<file path="src/rtl/seg_pkg.sv">
// Shared types and the active-low hex font for the seven-segment display controller.
package seg_pkg;

    typedef enum logic [1:0] {
        MODE_HOLD   = 2'b00,
        MODE_UP     = 2'b01,
        MODE_DOWN   = 2'b10,
        MODE_ROTATE = 2'b11
    } mode_e;

    localparam logic [7:0] SEG_OFF = 8'hFF;

    // Bit0..6 = a..g, bit7 = dp; a 0 lights the segment, dp always dark.
    function automatic logic [7:0] hex2seg(input logic [3:0] nib);
        logic [7:0] seg;
        case (nib)
            4'h0: seg = 8'hC0;
            4'h1: seg = 8'hF9;
            4'h2: seg = 8'hA4;
            4'h3: seg = 8'hB0;
            4'h4: seg = 8'h99;
            4'h5: seg = 8'h92;
            4'h6: seg = 8'h82;
            4'h7: seg = 8'hF8;
            4'h8: seg = 8'h80;
            4'h9: seg = 8'h90;
            4'hA: seg = 8'h88;
            4'hB: seg = 8'h83;
            4'hC: seg = 8'hC6;
            4'hD: seg = 8'hA1;
            4'hE: seg = 8'h86;
            default: seg = 8'h8E;
        endcase
        return seg;
    endfunction

endpackage

</file>
<file path="src/rtl/seg_disp_ctrl_if.sv">
// Load port of the display controller: valid/ready handshake plus the value to load.
interface seg_disp_ctrl_if #(
    parameter int NUM_DIGITS = 8
);
    logic                      i_load_valid;
    logic                      o_load_ready;
    logic [4*NUM_DIGITS-1:0]   i_load_data;

    modport master (output i_load_valid, output i_load_data, input o_load_ready);
    modport slave  (input i_load_valid, input i_load_data, output o_load_ready);
endinterface

</file>
<file path="src/rtl/seg_hex_decoder.sv">
// One digit of the display: nibble to active-low segment byte, forced dark when blanked.
module seg_hex_decoder
    import seg_pkg::*;
(
    input  logic [3:0] i_nib,
    input  logic       i_blank,
    output logic [7:0] o_seg
);
    assign o_seg = i_blank ? SEG_OFF : hex2seg(i_nib);
endmodule

</file>
<file path="src/rtl/seg_disp_ctrl.sv">
// N-digit seven-segment controller: loadable hex value stepped on a divided tick.
// Optional blinking of masked digits is built when SEG_BLINK_EN is defined.
module seg_disp_ctrl
    import seg_pkg::*;
#(
    parameter int NUM_DIGITS  = 8,
    parameter int TICK_DIV    = 5000000,
    parameter int BLINK_TICKS = 2
) (
    input  logic                    clk,
    input  logic                    resetn,
    seg_disp_ctrl_if.slave          lif,
    input  logic [1:0]              i_mode,
    input  logic [NUM_DIGITS-1:0]   i_blank_mask,
    input  logic [NUM_DIGITS-1:0]   i_blink_mask,
    output logic [4*NUM_DIGITS-1:0] o_value,
    output logic                    o_tick,
    output logic [8*NUM_DIGITS-1:0] o_seg
);
    localparam int VW = 4 * NUM_DIGITS;
    localparam int DW = (TICK_DIV > 2) ? $clog2(TICK_DIV) : 1;

    logic [DW-1:0]           r_div;
    logic [VW-1:0]           r_value;
    logic                    r_ready;
    logic [8*NUM_DIGITS-1:0] r_seg;

    logic                    w_tick;
    logic                    w_load;
    logic [VW-1:0]           w_rot;
    logic [VW-1:0]           w_value_nxt;
    logic [NUM_DIGITS-1:0]   w_dark;
    logic [8*NUM_DIGITS-1:0] w_seg_nxt;

    assign w_tick = (r_div == DW'(TICK_DIV - 1));
    assign w_load = lif.i_load_valid && r_ready;

    generate
        if (NUM_DIGITS == 1) begin : g_rot1
            assign w_rot = r_value;
        end else begin : g_rotn
            assign w_rot = {r_value[VW-5:0], r_value[VW-1 -: 4]};
        end
    endgenerate

    // A load in the tick cycle takes priority and suppresses that step.
    always_comb begin
        w_value_nxt = r_value;
        if (w_load) begin
            w_value_nxt = lif.i_load_data;
        end else if (w_tick) begin
            case (mode_e'(i_mode))
                MODE_UP:     w_value_nxt = r_value + VW'(1);
                MODE_DOWN:   w_value_nxt = r_value - VW'(1);
                MODE_ROTATE: w_value_nxt = w_rot;
                default:     w_value_nxt = r_value;
            endcase
        end
    end

    always_ff @(posedge clk) begin
        if (!resetn) begin
            r_div   <= '0;
            r_value <= '0;
            r_ready <= 1'b0;
            r_seg   <= '1;
        end else begin
            r_ready <= 1'b1;
            r_value <= w_value_nxt;
            r_div   <= (w_load || w_tick) ? '0 : r_div + DW'(1);
            r_seg   <= w_seg_nxt;
        end
    end

`ifdef SEG_BLINK_EN
    localparam int BW = (BLINK_TICKS > 1) ? $clog2(BLINK_TICKS + 1) : 1;

    logic [BW-1:0] r_bcnt;
    logic          r_phase;

    always_ff @(posedge clk) begin
        if (!resetn || w_load) begin
            r_bcnt  <= '0;
            r_phase <= 1'b0;
        end else if (w_tick) begin
            if (r_bcnt == BW'(BLINK_TICKS - 1)) begin
                r_bcnt  <= '0;
                r_phase <= ~r_phase;
            end else begin
                r_bcnt <= r_bcnt + BW'(1);
            end
        end
    end

    assign w_dark = i_blank_mask | (i_blink_mask & {NUM_DIGITS{r_phase}});
`else
    // Blink mask and period stay on the port list for drop-in compatibility only.
    logic w_unused_blink;
    assign w_unused_blink = ^{i_blink_mask, BLINK_TICKS[0]};
    assign w_dark = i_blank_mask;
`endif

    generate
        for (genvar k = 0; k < NUM_DIGITS; k++) begin : g_dig
            seg_hex_decoder u_dec (
                .i_nib   (r_value[4*k +: 4]),
                .i_blank (w_dark[k]),
                .o_seg   (w_seg_nxt[8*k +: 8])
            );
        end
    endgenerate

    assign lif.o_load_ready = r_ready;
    assign o_value          = r_value;
    assign o_tick           = w_tick;
    assign o_seg            = r_seg;
endmodule

</file>
<file path="src/flat_wrapper.sv">
// flat-port wrapper written by rule: the top's interface ports become plain ports
module seg_disp_ctrl_flat import seg_pkg::*;
#(
    parameter int NUM_DIGITS  = 8,
    parameter int TICK_DIV    = 5000000,
    parameter int BLINK_TICKS = 2
)
  (clk, resetn, i_mode, i_blank_mask, i_blink_mask, o_value, o_tick, o_seg, lif_i_load_valid, lif_i_load_data, lif_o_load_ready);
  seg_disp_ctrl_if #(.NUM_DIGITS(NUM_DIGITS)) lif_i ();
  input  logic clk;
  input  logic resetn;
  input  logic [1:0] i_mode;
  input  logic [NUM_DIGITS-1:0] i_blank_mask;
  input  logic [NUM_DIGITS-1:0] i_blink_mask;
  output logic [4*NUM_DIGITS-1:0] o_value;
  output logic o_tick;
  output logic [8*NUM_DIGITS-1:0] o_seg;
  input wire logic [$bits(lif_i.i_load_valid)-1:0] lif_i_load_valid;
  input wire logic [$bits(lif_i.i_load_data)-1:0] lif_i_load_data;
  output wire logic [$bits(lif_i.o_load_ready)-1:0] lif_o_load_ready;
  assign lif_i.i_load_valid = lif_i_load_valid;
  assign lif_i.i_load_data = lif_i_load_data;
  assign lif_o_load_ready = lif_i.o_load_ready;
  seg_disp_ctrl #(.NUM_DIGITS(NUM_DIGITS), .TICK_DIV(TICK_DIV), .BLINK_TICKS(BLINK_TICKS)) u_core (.clk(clk), .resetn(resetn), .lif(lif_i), .i_mode(i_mode), .i_blank_mask(i_blank_mask), .i_blink_mask(i_blink_mask), .o_value(o_value), .o_tick(o_tick), .o_seg(o_seg));
endmodule
</file>
<file path="config.mk">
export PLATFORM = sky130hd
export DESIGN_NAME = seg_disp_ctrl_flat
export DESIGN_NICKNAME = d
export VERILOG_FILES = /design/src/rtl/seg_pkg.sv /design/src/rtl/seg_disp_ctrl_if.sv /design/src/rtl/seg_hex_decoder.sv /design/src/rtl/seg_disp_ctrl.sv /design/src/flat_wrapper.sv
export SDC_FILE = /design/constraint.sdc
export NUM_CORES = 1
export LEC_CHECK = 0
export CAP_MARGIN = 20
export CORE_MARGIN = 2
export CORE_UTILIZATION = 45
export DETAILED_ROUTE_END_ITERATION = 10
export PLACE_DENSITY = 0.78
export SLEW_MARGIN = 20
export SYNTH_ARGS = -nofsm -noshare
export SYNTH_HDL_FRONTEND = slang
export SYNTH_SLANG_ARGS = --single-unit
export TNS_END_PERCENT = 100
</file>
<file path="constraint.sdc">
create_clock -name clk -period 6.21 [get_ports clk]
set_input_delay 1.242 -clock clk [delete_from_list [all_inputs] [get_ports clk]]
set_output_delay 1.242 -clock clk [all_outputs]
set_load 0.01 [all_outputs]
</file>
==> impl_metrics.toml, run 1 <==
[global_routing]
grt_max_degree = 54
antenna_found_initial = 0
grt_pass1_wl_microns = 39500
first_global_vias = 7721
overflow = 0
grtUsageTotal_pct = 24.6

[routing]
drtIter0Drc = 977
drc = 0
firstDrtPassIters = 6
viasPerCell = 6.13
drt_wl_total_microns = 24700
wl_met1_microns = 10800
highest_layer = "met4"
antenna_left = 0
dr_wl_met3_microns = 2240
routed-via-count = 8421
route.met2.wl_microns = 11000
wl_per_cell_microns = 18.0

[yosys]
syn-instance-count = 1069
syn_area_sq_mm = 0.00827
syn_avg_cell_area_sq_um = 7.74
synth-async-reset-ratio_pct = 0
synth-edff-count = 0
ys_warn_count = 0
ys_ff_latch = 112
synth.most_common_cell = "dfxtp_1"
synth_area_leaders = "dfxtp_1, ha_1, nor2_1, o21ai_0, o211ai_1"
ys_seq_area_share_pct = 27.1
synth_top_area_cell = "dfxtp_1"
netlist.area_leader.share_pct = 27.1
yosysUniqueCellTypes = 79
synth-main-ff-cell = "dfxtp_1"
synth_common_cells = "dfxtp_1, nor2_1, nand2_1"

[cts]
cts_setup_buffers = 0
cts.sinks = 112
ctsResizeCount = 0
worstSkewPairLatency_ns = 0.37
cts_tree = "yes"
path_clk_slew_ns = 0.08
cts_buffers = 9
ctsRootBufferMaster = "clkbuf_16"
cts-htree-levels = 3
clockBufferDepth = 2
hold_buffers = 0

[worst_setup_path]
r2r-start = "u_core.r_div[0]$_SDFF_PP0_"
path_class = "in2reg"
path_cells = "clkdlybuf4s50_1, ha_2, or3b_1, o22a_1, o22a_1, a2111o_1, a211o_1, and3_1, or3_1"
critical_path_arrival_ns = 5.00
cp-start-kind = "primary input"
crit_top_cell = "o22a_1"
cp-end-kind = "flip-flop"
crit_fanout = 53
critPathSlowestCell = "ha_2"
critPathLaunch = "i_mode[1]"
cpPeakStageDelay_ns = 0.86
required_ns = 6.47

[layout]
antennaDiodeCount = 0
seqCellArea_sq_mm = 0.00224
final_core_util_pct = 55.5
multi_input_area_sq_mm = 0.00552
fin_nets = 1246
n_fill_cell = 1635
area_delta_synth_final_pct = 20.9
drive_above_1_share_pct = 4.28

[placement]
post-dp-hpwl_microns = 17300
port_buffers = 134
gp_congestion = 0.945

[die]
rows = 49
design.core.area_sq_mm = 0.0180
die-area_sq_mm = 0.0195
start_util_pct = 45.9
die_h_microns = 140
ios = 151
die_w_microns = 140

[sta]
finalMaxSlewViolations = 0
finalSetupTns_ns = 0
rsz0062_at_grt = "false"
slew_headroom_pct = 35.3
hold_viol_final = 0
fmax_mhz = 211
skew_ns = 0.0127
finalSetupViolCount = 0
post-route-min-period_ns = 4.75
tightest_slew_ns = 0.971
period_share_pct = 76.5

[power_and_ir_drop]
powerDensity_mw_per_mm2 = 198
p_total_mw = 1.98
leakagePower_nw = 3.50
peakVddDrop_v = 0.000136

[job]
max_cap_viol_count = 0

[status]
status = "finished clean"

[worst_hold_path]
holdCritStartpoint = "u_core.r_div[0]$_SDFF_PP0_"
min_path_type = "reg2reg"
-- flip-flops by register name (all words and copies together) (netlist names) --
register                 count
u_core.r_div                23
u_core.o_seg                56
u_core.o_value              32
u_core.lif.o_load_ready      1
-- worst paths after layout --
check / end / slack, ns / depth (start not counted)
hold reg to reg: u_core.r_div[0]$_SDFF_PP0_ / 0.46 / 1
setup / recovery: u_core.o_value[31]$_SDFFE_PN0P_ / 1.46 / 9
setup reg to reg: u_core.o_value[25]$_SDFFE_PN0P_ / 2.90 / 7
hold / removal: u_core.r_div[0]$_SDFF_PP0_ / 0.46 / 1
-- cells in the final DEF (no fill, tap or decap), types with 15 or more instances in the layout --
| master | instances |
|---|---|
| dfxtp_1 | 112 |
| xor2_1 | 21 |
| xnor2_1 | 30 |
| nand2_1 | 80 |
| mux2i_1 | 16 |
| nor2_1 | 94 |
| nand3_1 | 42 |
| a21oi_1 | 52 |
| or3_1 | 15 |
| clkdlybuf4s50_1 | 134 |
| a31oi_1 | 19 |
| o211ai_1 | 43 |
| o21ai_0 | 69 |
| nor3_1 | 29 |
| inv_1 | 36 |
| nand2b_1 | 19 |
| o311ai_0 | 19 |
| ha_1 | 52 |
-- logic make-up (layout without fill, tap and decap cells) --
logic type / count (synthesis) / after routing / share of synthesized area [%]
buf+inv: 135 / 204 / 6.65
simple gates: 379 / 379 / 23.5
xor+xnor: 51 / 51 / 5.40
mux: 25 / 25 / 3.70
compound gates: 313 / 313 / 25.6
other cells: 1 / 8 / 0.0453
fa+ha+maj: 53 / 53 / 8.01
flops: 112 / 112 / 27.1
-- per-stage QoR --
step / hold WS, ns / std cells / setup slack (ns) / area [sq um]
after detailed placement: 0.461 / 1358 / 1.16 / 9650
after global routing: 0.522 / 1374 / 1.24 / 10000
final: 0.463 / 1374 / 1.46 / 10000
after CTS: 0.476 / 1374 / 1.53 / 10000
after floorplan: 0.426 / 1076 / 1.30 / 8300
after global placement: 0.443 / 1358 / 1.19 / 9650
-- report_power, final --
part | internal [mW] | switching (mW)
combinational | 0.215 | 0.234
clock | 0.416 | 0.277
sequential | 0.758 | 0.0784
-- worst max-delay path: cells and delay by family --
family / cells / cell delay [ns]
adders and majority gates: 1 / 0.86
buffers and inverters: 1 / 0.55
and+or+nand+nor: 3 / 0.94
AOI/OAI and AO/OA: 4 / 1.37
-- per-layer routing --
layer	GRT usage, %	vias up
li1	-	4052
met1	33.5	3896
met2	38.4	424
met3	5.26	49
met4	9.42	0
met5	0	-
-- area by class of cell --
class                      count  area share, %
tap                          229           2.86
clock inverter                 5           1.03
multi-input combinational    829           55.2
sequential                   112           22.4
timing repair buffer         148           14.5
inverter                      40           1.50
clock buffer                  11           2.53
Power figures use the tool's default switching activity.
==> run 2: changes to the inputs <==
clock period = 4.6 ns   (was 6.21 ns; I/O delays follow)
==> impl_metrics.toml, run 2 (synthesized netlist as in run 1, its figures left out) <==
[layout]
area_delta_synth_final_pct = 20.9
fin_nets = 1253
seqCellArea_sq_mm = 0.00224
antennaDiodeCount = 0
layout_commonest_cell = "clkdlybuf4s50_1"
final_cell_mix = "clkdlybuf4s50_1, dfxtp_1, nor2_1, nand2_1, o21ai_0"
n_fill_cell = 1675
multi_input_area_sq_mm = 0.00552
drive_above_1_share_pct = 4.77
largest_reg_flops = 56
stdcell_count = 1381

[placement]
dp_worst_setup_slack_ns = 0.339
dp_cells = 1365
gp_congestion = 0.939
port_buffers = 134
post-dp-hpwl_microns = 17500

[power_and_ir_drop]
powerDensity_mw_per_mm2 = 254
leakagePower_nw = 3.51
peakVddDrop_v = 0.000198
p_total_mw = 2.54

[global_routing]
antenna_found_initial = 0
grtUsageTotal_pct = 24.7
first_global_vias = 7739
overflow = 0
grt_max_degree = 41
grt_pass1_wl_microns = 39800

[worst_setup_path]
path_class = "in2reg"
critical_path_arrival_ns = 4.16
required_ns = 4.85
crit_fanout = 17
cp-end-kind = "flip-flop"
cp-start-kind = "primary input"

[cts]
cts_tree = "yes"
path_clk_slew_ns = 0.08
clockBufferDepth = 2
cts_buffers = 9
ctsResizeCount = 0
cts_setup_buffers = 0
worstSkewPairLatency_ns = 0.37
cts.sinks = 112
hold_buffers = 0
ctsRootBufferMaster = "clkbuf_16"
cts-htree-levels = 3

[sta]
finalSetupViolCount = 0
rsz0062_at_grt = "false"
hold_viol_final = 0
finalMaxSlewViolations = 0
slew_headroom_pct = 38.4
fmax_mhz = 256
post-route-min-period_ns = 3.91
period_share_pct = 84.9
tightest_slew_ns = 0.922
finalSetupTns_ns = 0
fin_ws_ns = 0.693
skew_ns = 0.0111
holdWs_ns = 0.471

[routing]
antenna_left = 0
drtIter0Drc = 940
routed-via-count = 8472
viasPerCell = 6.13
drc = 0
drt_wl_total_microns = 24700
wl_per_cell_microns = 17.9
firstDrtPassIters = 6

[worst_hold_path]
min_path_type = "reg2reg"

[die]
ios = 151
start_util_pct = 45.9
die-area_sq_mm = 0.0195
die_h_microns = 140
die_w_microns = 140
design.core.area_sq_mm = 0.0180
rows = 49

[status]
status = "finished clean"

[job]
max_cap_viol_count = 0
-- run 2: cell types whose count changed in the layout (fill, tap and decap cells not counted), sizes merged --
| cell | change |
|---|---|
| buf | +7 |
| clkinvlp | +1 |
| clkinv | +2 |
| clkbuf | -1 |
| bufinv | -2 |
-- run 2: through the flow --
step | cell area [sq um] | utilization (%)
global placement | 9710 | 53.9
finish | 10000 | 55.5
detailed placement | 9710 | 53.9
floorplan | 8300 | -
global route | 10000 | 55.5
CTS | 10000 | 55.5
-- run 2: report_power, final --
| group | internal (mW) | switching, mW | leakage [nW] | total [mW] |
|---|---|---|---|---|
| combinational | 0.295 | 0.318 | 2.45 | 0.613 |
| sequential | 1.02 | 0.106 | 0.923 | 1.13 |
| clock | 0.420 | 0.376 | 0.138 | 0.797 |
| total | 1.74 | 0.801 | 3.51 | 2.54 |
-- run 2: worst paths after layout --
| path | start | end | slack [ns] | cells past startpoint |
|---|---|---|---|---|
| min reg2reg | u_core.r_div[0]$_SDFF_PP0_ | u_core.r_div[0]$_SDFF_PP0_ | 0.47 | 1 |
| max reg2reg | u_core.o_value[7]$_SDFFE_PN0P_ | u_core.o_value[31]$_SDFFE_PN0P_ | 1.53 | 7 |
| max | i_mode[1] | u_core.o_value[31]$_SDFFE_PN0P_ | 0.69 | 9 |
| min | u_core.r_div[0]$_SDFF_PP0_ | u_core.r_div[0]$_SDFF_PP0_ | 0.47 | 1 |
-- run 2: cell type report --
cell class	instances	share of cell area [%]
tap	229	2.86
multi-input combinational	829	55.2
clock buffer	10	2.29
timing repair buffer	155	15.1
sequential	112	22.4
inverter	40	1.50
clock inverter	6	0.600
-- run 2: routing by layer --
metal  part of all wire, %  routed length (microns)  GRT usage, %  vias up
met1                    45                    11000          34.6     3998
li1                      -                        -             -     4058
met4                   2.2                      554          7.84        0
met3                   8.4                     2080          4.85       42
met2                    45                    11000          38.4      374
met5                     0                        0             0        -
-- run 2: worst max-delay path, cell delays in order --
cell	delay [ns]
clkdlybuf4s50_1	0.54
ha_2	0.42
or3b_1	0.41
o22a_1	0.22
o22a_1	0.27
a2111o_1	0.52
a211o_1	0.35
and3_1	0.16
or3_1	0.33
